--- config.mk ---
export PLATFORM = sky130hd
export DESIGN_NAME = mini_src_control_unit
export DESIGN_NICKNAME = d
export VERILOG_FILES = /design/src/rtl/mini_src_control_unit.sv
export SDC_FILE = /design/constraint.sdc
export NUM_CORES = 1
export LEC_CHECK = 0
export ABC_AREA = 1
export BUFFER_PORTS_ARGS = -buffer_cell sky130_fd_sc_hd__buf_2
export CORE_ASPECT_RATIO = 2
export CORE_MARGIN = 1
export CORE_UTILIZATION = 40
export CTS_BUF_LIST = sky130_fd_sc_hd__clkbuf_8
export CTS_CLUSTER_DIAMETER = 200
export DETAILED_ROUTE_END_ITERATION = 8
export GPL_TIMING_DRIVEN = 0
export HOLD_SLACK_MARGIN = 0.12
export PLACE_DENSITY = 0.83
export SYNTH_ARGS = -nofsm -noshare
export SYNTH_HDL_FRONTEND = slang
export SYNTH_SLANG_ARGS = --single-unit
--- constraint.sdc ---
create_clock -name clk -period 2.9 [get_ports clk]
set_input_delay 0.435 -clock clk [delete_from_list [all_inputs] [get_ports clk]]
set_output_delay 0.435 -clock clk [all_outputs]
set_load 0.005 [all_outputs]
--- src/rtl/mini_src_control_unit.sv ---
// Hardwired sequencer for CPU_Datapath: fetch in T0-T2, per-opcode execute in T3-T7.
// Strobes are a combinational decode of the step/wait registers, IR[31:27] and CON_FF_Out.
module mini_src_control_unit #(
    parameter int         MEM_WAIT = 0,
    parameter logic [4:0] ALU_ADD  = 5'b00001,
    parameter logic [4:0] ALU_SUB  = 5'b00010,
    parameter logic [4:0] ALU_AND  = 5'b00011,
    parameter logic [4:0] ALU_OR   = 5'b00100
) (
    input  logic        clk,
    input  logic        clr,
    input  logic [31:0] IR,
    input  logic        CON_FF_Out,
    input  logic        stop,
    output logic        PCout,
    output logic        PCin,
    output logic        IncPC,
    output logic        MARin,
    output logic        MDRin,
    output logic        MDRout,
    output logic        MDRread,
    output logic        wren,
    output logic        IRin,
    output logic        Yin,
    output logic        Zin,
    output logic        ZLOout,
    output logic        HIout,
    output logic        LOout,
    output logic        InPortout,
    output logic        OPin,
    output logic        Cout,
    output logic        BAout,
    output logic        Gra,
    output logic        Grb,
    output logic        Grc,
    output logic        Rin,
    output logic        Rout,
    output logic        CON_FF_In,
    output logic [4:0]  ALUSelection,
    output logic        run,
    output logic [3:0]  step
);

    // step | meaning
    // T0-T2 | instruction fetch (T1 holds for MEM_WAIT extra cycles)
    // T3-T7 | execute steps for the decoded opcode
    // RESET | clr asserted, everything idle
    // HALT  | stopped until clr
    typedef enum logic [3:0] {
        ST_T0 = 4'd0, ST_T1 = 4'd1, ST_T2 = 4'd2, ST_T3 = 4'd3,
        ST_T4 = 4'd4, ST_T5 = 4'd5, ST_T6 = 4'd6, ST_T7 = 4'd7,
        ST_RESET = 4'd8, ST_HALT = 4'd9
    } step_e;

    localparam logic [2:0] LP_WAIT = 3'(MEM_WAIT);

    localparam logic [4:0] OP_LD   = 5'b00000;
    localparam logic [4:0] OP_LDI  = 5'b00001;
    localparam logic [4:0] OP_ST   = 5'b00010;
    localparam logic [4:0] OP_ADD  = 5'b00011;
    localparam logic [4:0] OP_SUB  = 5'b00100;
    localparam logic [4:0] OP_AND  = 5'b01010;
    localparam logic [4:0] OP_OR   = 5'b01011;
    localparam logic [4:0] OP_ADDI = 5'b01100;
    localparam logic [4:0] OP_ANDI = 5'b01101;
    localparam logic [4:0] OP_ORI  = 5'b01110;
    localparam logic [4:0] OP_BR   = 5'b10011;
    localparam logic [4:0] OP_JR   = 5'b10100;
    localparam logic [4:0] OP_IN   = 5'b10110;
    localparam logic [4:0] OP_OUT  = 5'b10111;
    localparam logic [4:0] OP_MFHI = 5'b11000;
    localparam logic [4:0] OP_MFLO = 5'b11001;
    localparam logic [4:0] OP_HALT = 5'b11011;

    step_e      r_step;
    logic [2:0] r_waitcnt;
    logic       r_halted;

    logic [4:0] w_op;
    logic       w_unused_ir;
    logic       w_is_mem;
    logic       w_is_alur;
    logic       w_is_alui;
    logic [4:0] w_alu_code;
    logic       w_wait_step;
    logic       w_wait_first;
    logic       w_wait_last;
    logic       w_last_step;

    assign w_op         = IR[31:27];
    assign w_unused_ir  = ^IR[26:0];
    assign w_is_mem     = (w_op == OP_LD) || (w_op == OP_LDI) || (w_op == OP_ST);
    assign w_is_alur    = (w_op == OP_ADD) || (w_op == OP_SUB) || (w_op == OP_AND) || (w_op == OP_OR);
    assign w_is_alui    = (w_op == OP_ADDI) || (w_op == OP_ANDI) || (w_op == OP_ORI);
    assign w_wait_step  = (r_step == ST_T1) || ((r_step == ST_T6) && (w_op == OP_LD));
    assign w_wait_first = (r_waitcnt == LP_WAIT);
    assign w_wait_last  = (r_waitcnt == 3'd0);

    assign run  = ~r_step[3] & ~r_halted;
    assign step = r_step;

    always_comb begin
        w_alu_code = 5'd0;
        case (w_op)
            OP_ADD, OP_ADDI: w_alu_code = ALU_ADD;
            OP_SUB:          w_alu_code = ALU_SUB;
            OP_AND, OP_ANDI: w_alu_code = ALU_AND;
            OP_OR, OP_ORI:   w_alu_code = ALU_OR;
            default:         w_alu_code = 5'd0;
        endcase
    end

    always_comb begin
        w_last_step = 1'b0;
        case (r_step)
            ST_T3:   w_last_step = !(w_is_mem || w_is_alur || w_is_alui || (w_op == OP_BR));
            ST_T5:   w_last_step = (w_op == OP_LDI) || w_is_alur || w_is_alui;
            ST_T6:   w_last_step = (w_op == OP_BR);
            ST_T7:   w_last_step = 1'b1;
            default: w_last_step = 1'b0;
        endcase
    end

    // Wait steps count down from MEM_WAIT; every step advance reloads the counter.
    always_ff @(posedge clk) begin
        if (clr) begin
            r_step    <= ST_RESET;
            r_waitcnt <= 3'd0;
            r_halted  <= 1'b0;
        end else begin
            case (r_step)
                ST_RESET: r_step <= ST_T0;
                ST_HALT:  r_step <= ST_HALT;
                default: begin
                    if (w_wait_step && !w_wait_last) begin
                        r_waitcnt <= r_waitcnt - 3'd1;
                    end else if (w_last_step) begin
                        if ((w_op == OP_HALT) || stop) begin
                            r_step   <= ST_HALT;
                            r_halted <= 1'b1;
                        end else begin
                            r_step <= ST_T0;
                        end
                    end else begin
                        r_step    <= step_e'(r_step + 4'd1);
                        r_waitcnt <= LP_WAIT;
                    end
                end
            endcase
        end
    end

    always_comb begin
        PCout = 1'b0; PCin = 1'b0; IncPC = 1'b0; MARin = 1'b0;
        MDRin = 1'b0; MDRout = 1'b0; MDRread = 1'b0; wren = 1'b0;
        IRin = 1'b0; Yin = 1'b0; Zin = 1'b0; ZLOout = 1'b0;
        HIout = 1'b0; LOout = 1'b0; InPortout = 1'b0; OPin = 1'b0;
        Cout = 1'b0; BAout = 1'b0; Gra = 1'b0; Grb = 1'b0;
        Grc = 1'b0; Rin = 1'b0; Rout = 1'b0; CON_FF_In = 1'b0;
        ALUSelection = 5'd0;
        case (r_step)
            ST_T0: begin
                PCout = 1'b1; MARin = 1'b1; IncPC = 1'b1; Zin = 1'b1;
            end
            ST_T1: begin
                ZLOout  = 1'b1;
                MDRread = 1'b1;
                PCin    = w_wait_first;
                MDRin   = w_wait_last;
            end
            ST_T2: begin
                MDRout = 1'b1; IRin = 1'b1;
            end
            ST_T3: begin
                if (w_is_mem) begin
                    Grb = 1'b1; BAout = 1'b1; Yin = 1'b1;
                end else if (w_is_alur || w_is_alui) begin
                    Grb = 1'b1; Rout = 1'b1; Yin = 1'b1;
                end else begin
                    case (w_op)
                        OP_BR:   begin Gra = 1'b1; Rout = 1'b1; CON_FF_In = 1'b1; end
                        OP_JR:   begin Gra = 1'b1; Rout = 1'b1; PCin = 1'b1; end
                        OP_IN:   begin InPortout = 1'b1; Gra = 1'b1; Rin = 1'b1; end
                        OP_OUT:  begin Gra = 1'b1; Rout = 1'b1; OPin = 1'b1; end
                        OP_MFHI: begin HIout = 1'b1; Gra = 1'b1; Rin = 1'b1; end
                        OP_MFLO: begin LOout = 1'b1; Gra = 1'b1; Rin = 1'b1; end
                        default: ;
                    endcase
                end
            end
            ST_T4: begin
                if (w_is_mem) begin
                    Cout = 1'b1; Zin = 1'b1; ALUSelection = ALU_ADD;
                end else if (w_is_alur) begin
                    Grc = 1'b1; Rout = 1'b1; Zin = 1'b1; ALUSelection = w_alu_code;
                end else if (w_is_alui) begin
                    Cout = 1'b1; Zin = 1'b1; ALUSelection = w_alu_code;
                end else if (w_op == OP_BR) begin
                    PCout = 1'b1; Yin = 1'b1;
                end
            end
            ST_T5: begin
                if ((w_op == OP_LD) || (w_op == OP_ST)) begin
                    ZLOout = 1'b1; MARin = 1'b1;
                end else if ((w_op == OP_LDI) || w_is_alur || w_is_alui) begin
                    ZLOout = 1'b1; Gra = 1'b1; Rin = 1'b1;
                end else if (w_op == OP_BR) begin
                    Cout = 1'b1; Zin = 1'b1; ALUSelection = ALU_ADD;
                end
            end
            ST_T6: begin
                if (w_op == OP_LD) begin
                    MDRread = 1'b1;
                    MDRin   = w_wait_last;
                end else if (w_op == OP_ST) begin
                    Gra = 1'b1; Rout = 1'b1; MDRin = 1'b1;
                end else if ((w_op == OP_BR) && CON_FF_Out) begin
                    ZLOout = 1'b1; PCin = 1'b1;
                end
            end
            ST_T7: begin
                if (w_op == OP_LD) begin
                    MDRout = 1'b1; Gra = 1'b1; Rin = 1'b1;
                end else if (w_op == OP_ST) begin
                    wren = 1'b1;
                end
            end
            default: ;
        endcase
    end

endmodule

; Yosys cells after proc, flatten, opt, wreduce, memory -nomap -nowiden
; Cells that the tools add are included.
; W data, S select, Z words.
[totals]
out_inout_bits = 34
mem_bits_ro = 0
ff_bits = 8
latchBits = 0
n_memories = 0
ramBits = 0
[classes]
n_reduce_logical = 33
n_mux = 92
mul = 0
eq_ne = 27
div_mod_pow = 0
bitwise = 5
shift = 0
add_sub_neg = 2
magnitude_cmp = 0
[ops]
columns = operator, count
row1 = $mux W1, 67
row2 = $eq A5 B5 Y1 const B, 7
row3 = $eq A5 B4 Y1 const B, 5
row4 = $eq A4 B3 Y1 const B, 4
row5 = $logic_or A1 B1 Y1, 16
row6 = $mux W5, 3
row7 = $pmux W1 S3, 5
row8 = $pmux W1 S2, 7
row9 = $mux W4, 3
row10 = $pmux W3 S4, 1
row11 = $eq A5 B2 Y1 const B, 2
row12 = $pmux W5 S2, 1
row13 = $eq A4 B2 Y1 const B, 2
row14 = $eq A4 B4 Y1 const B, 2
row15 = $pmux W1 S4, 2
row16 = $pmux W4 S2, 1
row17 = $reduce_or A2 Y1, 4
row18 = $mux W3, 2
row19 = $reduce_or A3 Y1, 2
row20 = $reduce_or A6 Y1, 1
row21 = $eq A5 B1 Y1 const B, 1
row22 = $eq A5 B3 Y1 const B, 1
row23 = $logic_not A5 Y1, 1
row24 = $add A4 B1 Y4 const B, 1
row25 = other kinds (12), 18

; Longest topological paths before layout
[depth]
ltp_word = 12
ltp_mapped = 12

; Worst setup path after synthesis
; No wires, ideal clock.
[synth_timing]
path_kind = register to output
from = reg r_step[1], in the netlist step[1]
to = out Gra
setup_slack_ns = 1.054
n_path_buf = 0
stages_incl_launch_ff = 10
arrival_ns = 1.411
path_cell_list = dfxtp_1 > ha_1 > inv_1 > nor2_4 > inv_1 > nor3_1 > nor2_1 > nand3_1 > nor2_1 > nand2_1
[synth_via]
elab_chain_len = 2
elab_cells_between_ends = 5
cone_classes = eq/ne: 4 / mux: 1
[synth_rtl]
columns = element, line_no
row1 = from (decl), 75  ; step_e r_step;
row2 = from (signal assigned), 145  ; r_step <= step_e'(r_step + 4'd1);
row3 = $eq A4 B3 Y1 / $eq A4 B2 Y1 (equally long branches), 161  ; case (r_step)
row4 = $pmux W1 S4 *, 161
row5 = to (decl), 33  ; output logic Gra,
; Every way passes the cells marked *; elsewhere a longest branch is shown, timed or not.

; Final worst setup path
[layout_timing]
from = in IR[27]
to = out Gra
[layout_via]
elab_chain_len = 9
elab_cells_between_ends = 37
cone_classes = eq/ne: 15 / mux: 9 / reduce/logical: 13
[layout_rtl]
columns = element, line_no
row1 = from (decl), 12  ; input logic [31:0] IR,
row2 = $eq A5 B2 Y1 / $eq A5 B3 Y1 (equally long branches), 93  ; assign w_is_alur = (w_op == OP_ADD) || (w_op == OP_SUB) || (w_op == OP_AND) || (w_op == OP_OR);
row3 = $logic_or A1 B1 Y1 (3 in a row), 93
row4 = $logic_or A1 B1 Y1 (2 in a row), 205  ; end else if ((w_op == OP_LDI) || w_is_alur || w_is_alui) begin
row5 = $mux W1, 205
row6 = $mux W1, 203  ; if ((w_op == OP_LD) || (w_op == OP_ST)) begin
row7 = $pmux W1 S4 *, 161
; Marked as above.

==> results.md <==
* Status: completed
* Sequential area share after synthesis at 14.9%
* Synth Warn # at 0
* Clk Latency, worst-skew pair at 230 ps
* Total grt overflow at 0
* Die area at 2910 um^2
* Critical-path cell list: buf_2 -> nand2_2 -> clkinv_2 -> nand3_1 -> nand3_2 -> nor3_4 -> nand3_1 -> nand3_1 -> nor2_1 -> nand2_1 -> buf_2
* Hold Fails Final Rpt at 0
* Cell accounting for the most synthesized area: dfxtp_1
* Yosys top cell area share at 14.9%
* Residual DRC at 0
* Clock root buffer: clkbuf_8
* CTS clk-pin slew, worst paths at 40 ps
* Final WS setup at 567 ps
* Core ar. at 2540 um^2
* Peak supply drop at 458 uV
* Drt wl/cell at 12.3 um
* 1st-iter DRT viols at 59
* Startpoint types: input pin
* Post-CTS Setup Inserts at 0
* Slowest CP cell: nor3_4
* Clk sinks at 8
* Layout cells sized above 1 at 28.4%
* Highest Clock Rate at 0.429 GHz
* Cell mode on critical path: nand3_1
* Post-layout min period at 2330 ps
* Worst Path Arrival at 1900 ps
* Dominant cells by area after synthesis: dfxtp_1, nand2_1, inv_1
* Pre-antenna DRT Iters at 4
* Worst Skew at 0.745 ps
* Dpl ws at 586 ps
* Worst setup EP type: output pin
* MaxCap Viol Count at 0
* Final ANT Viol Nets at 0
* Hold WS at 445 ps
* Pwr Density at 484 nW/um^2
* Netlist cell types at 28
* Slew margin rel. at 66.0%
* Total Routing Usage GR at 24.6%
* # port buffers at 40
* Clock tree buffer depth at 2
* Final Max Tran Viols at 0
* WP buf/inv at 3
* Area Growth Syn to Fin at 26.1%
* Post-route clock period utilization at 80.5%
* CTS tree: built
* Min-delay worst type: in2reg
* Via count of the routed design at 1322
* Post-DP HPWL at 2680 um
* Pin count of the biggest net entering global routing at 11
* TritonCTS Buffers at 3
* NumNets Final at 276
* Lkg Pwr at 0.793 nW
* Placer Congestion at 0.915
* Synthesized area per cell at 5.72 um^2
* First-pass GRT wire length at 5120 um
* Critical-path maximum fanout at 6
* Site Rows at 26
* Delay-heaviest family, CP: simple AND/OR/NAND/NOR gates
* Slowest cell delay on critical path at 260 ps
* Die H at 75.3 um
* # setup viols final at 0
* Vias in the first global route at 1290
* Avg Vias per Cell at 5.08
* Pin slew with the least headroom to its limit at 504 ps
* RSZ-0062 raised after global routing: no
* Die W at 38.7 um
* IO Count at 70
* Antenna cells at 0
* # hold bufs at CTS at 0
* Setup TNS at 0 ps
* Final Routed Wirelength at 3190 um
* CP Data Required Time at 2470 ps
* Initial core utilization at 42.4%
* Mapped Area at 1070 um^2
* Crit path kind: in2out
* Register bit total from synthesis at 8
* Initial antenna violation count at 0
* # resized after CTS at 0
* Mapped Cells at 188
* H-tree Lvls at 1
## cell families after synthesis
logic type	share of synthesized area, %
AOI/OAI and AO/OA	13.4
adders and majority gates	6.98
DFF	14.9
other	0.349
and+or+nand+nor	47.1
buffers and inverters	14.8
xor gates and xnor gates	2.45
## metal layers
| metal | part of all wire, % | track usage, % |
|---|---|---|
| met1 | 33 | 21.8 |
| met2 | 58 | 46.7 |
| met3 | 3.8 | 3.21 |
| met4 | 5.1 | 17.2 |
| met5 | 0 | 0 |
## where the power goes
group / internal (W) / switching [W]
combinational: 0.000145 / 0.000228
clock: 0.0000897 / 0.0000413
sequential: 0.000128 / 0.0000231
## registers in the layout, summed over array words and instances (netlist names)
signal and cells:
r_waitcnt 3, step 4, r_halted 1
## worst register-to-register path, cell delays in order (launching register included)
cell	delay, ps
dfxtp_1	350
inv_1	130
ha_1	150
inv_1	60
nor2_1	260
nand3_1	140
nand2_1	130
nand2_2	130
inv_1	160
nand2_1	80
a21oi_1	140
## cell usage after synthesis, drive strengths merged
cell / count
nor2: 34
o31ai: 1
a31o: 1
o21ai: 8
a211oi: 1
inv: 37
nor3: 8
ha: 6
o211ai: 3
nand2: 42
or2: 2
xor2: 3
a21oi: 8
conb: 1
a31oi: 1
dfxtp: 8
nand4: 4
buf: 2
nand3: 17
clkinv: 1
## worst paths after layout
check | startpoint | end | slack (ps) | cells past startpoint
worst max register to register | step[0] | step[1] | 1090 | 10
worst min-delay path | clr | step[2] | 440 | 2
worst max-delay path | IR[27] | Gra | 570 | 11
worst min register to register | r_halted | r_halted | 460 | 2
## placed cells by master (no fill, tap or decap), drive strengths merged
master and n:
a21oi 8, o31ai 1, clkinv 1, or2 2, a31oi 1, nand3 17, dfxtp 8, nand2 42
nor2 34, nand4 4, inv 37, xor2 3, buf 42, o211ai 3, a31o 1, ha 6
a211oi 1, clkbuf 3, nor3 8, o21ai 8, conb 2
## area by class of cell
type | count | area, um^2
Multi-Input combinational cell | 141 | 759
Tap cell | 28 | 35.0
Clock buffer | 3 | 41.3
Inverter | 38 | 144
Fill cell | 290 | 1180
Sequential cell | 8 | 160
Buffer | 2 | 15.0
Timing Repair Buffer | 40 | 200
## per-stage QoR
step / std cells / total power (W) / util, % / cell area, um^2
after floorplan: 189 / 0.000389 / - / 1080
after global placement: 257 / 0.000506 / 51.8 / 1310
after detailed placement: 257 / 0.000519 / 51.8 / 1310
after CTS: 260 / 0.000659 / 53.4 / 1360
after global routing: 260 / 0.000709 / 53.4 / 1360
final: 260 / 0.000655 / 53.4 / 1360
Note: power is estimated with default switching activity, not from simulation.
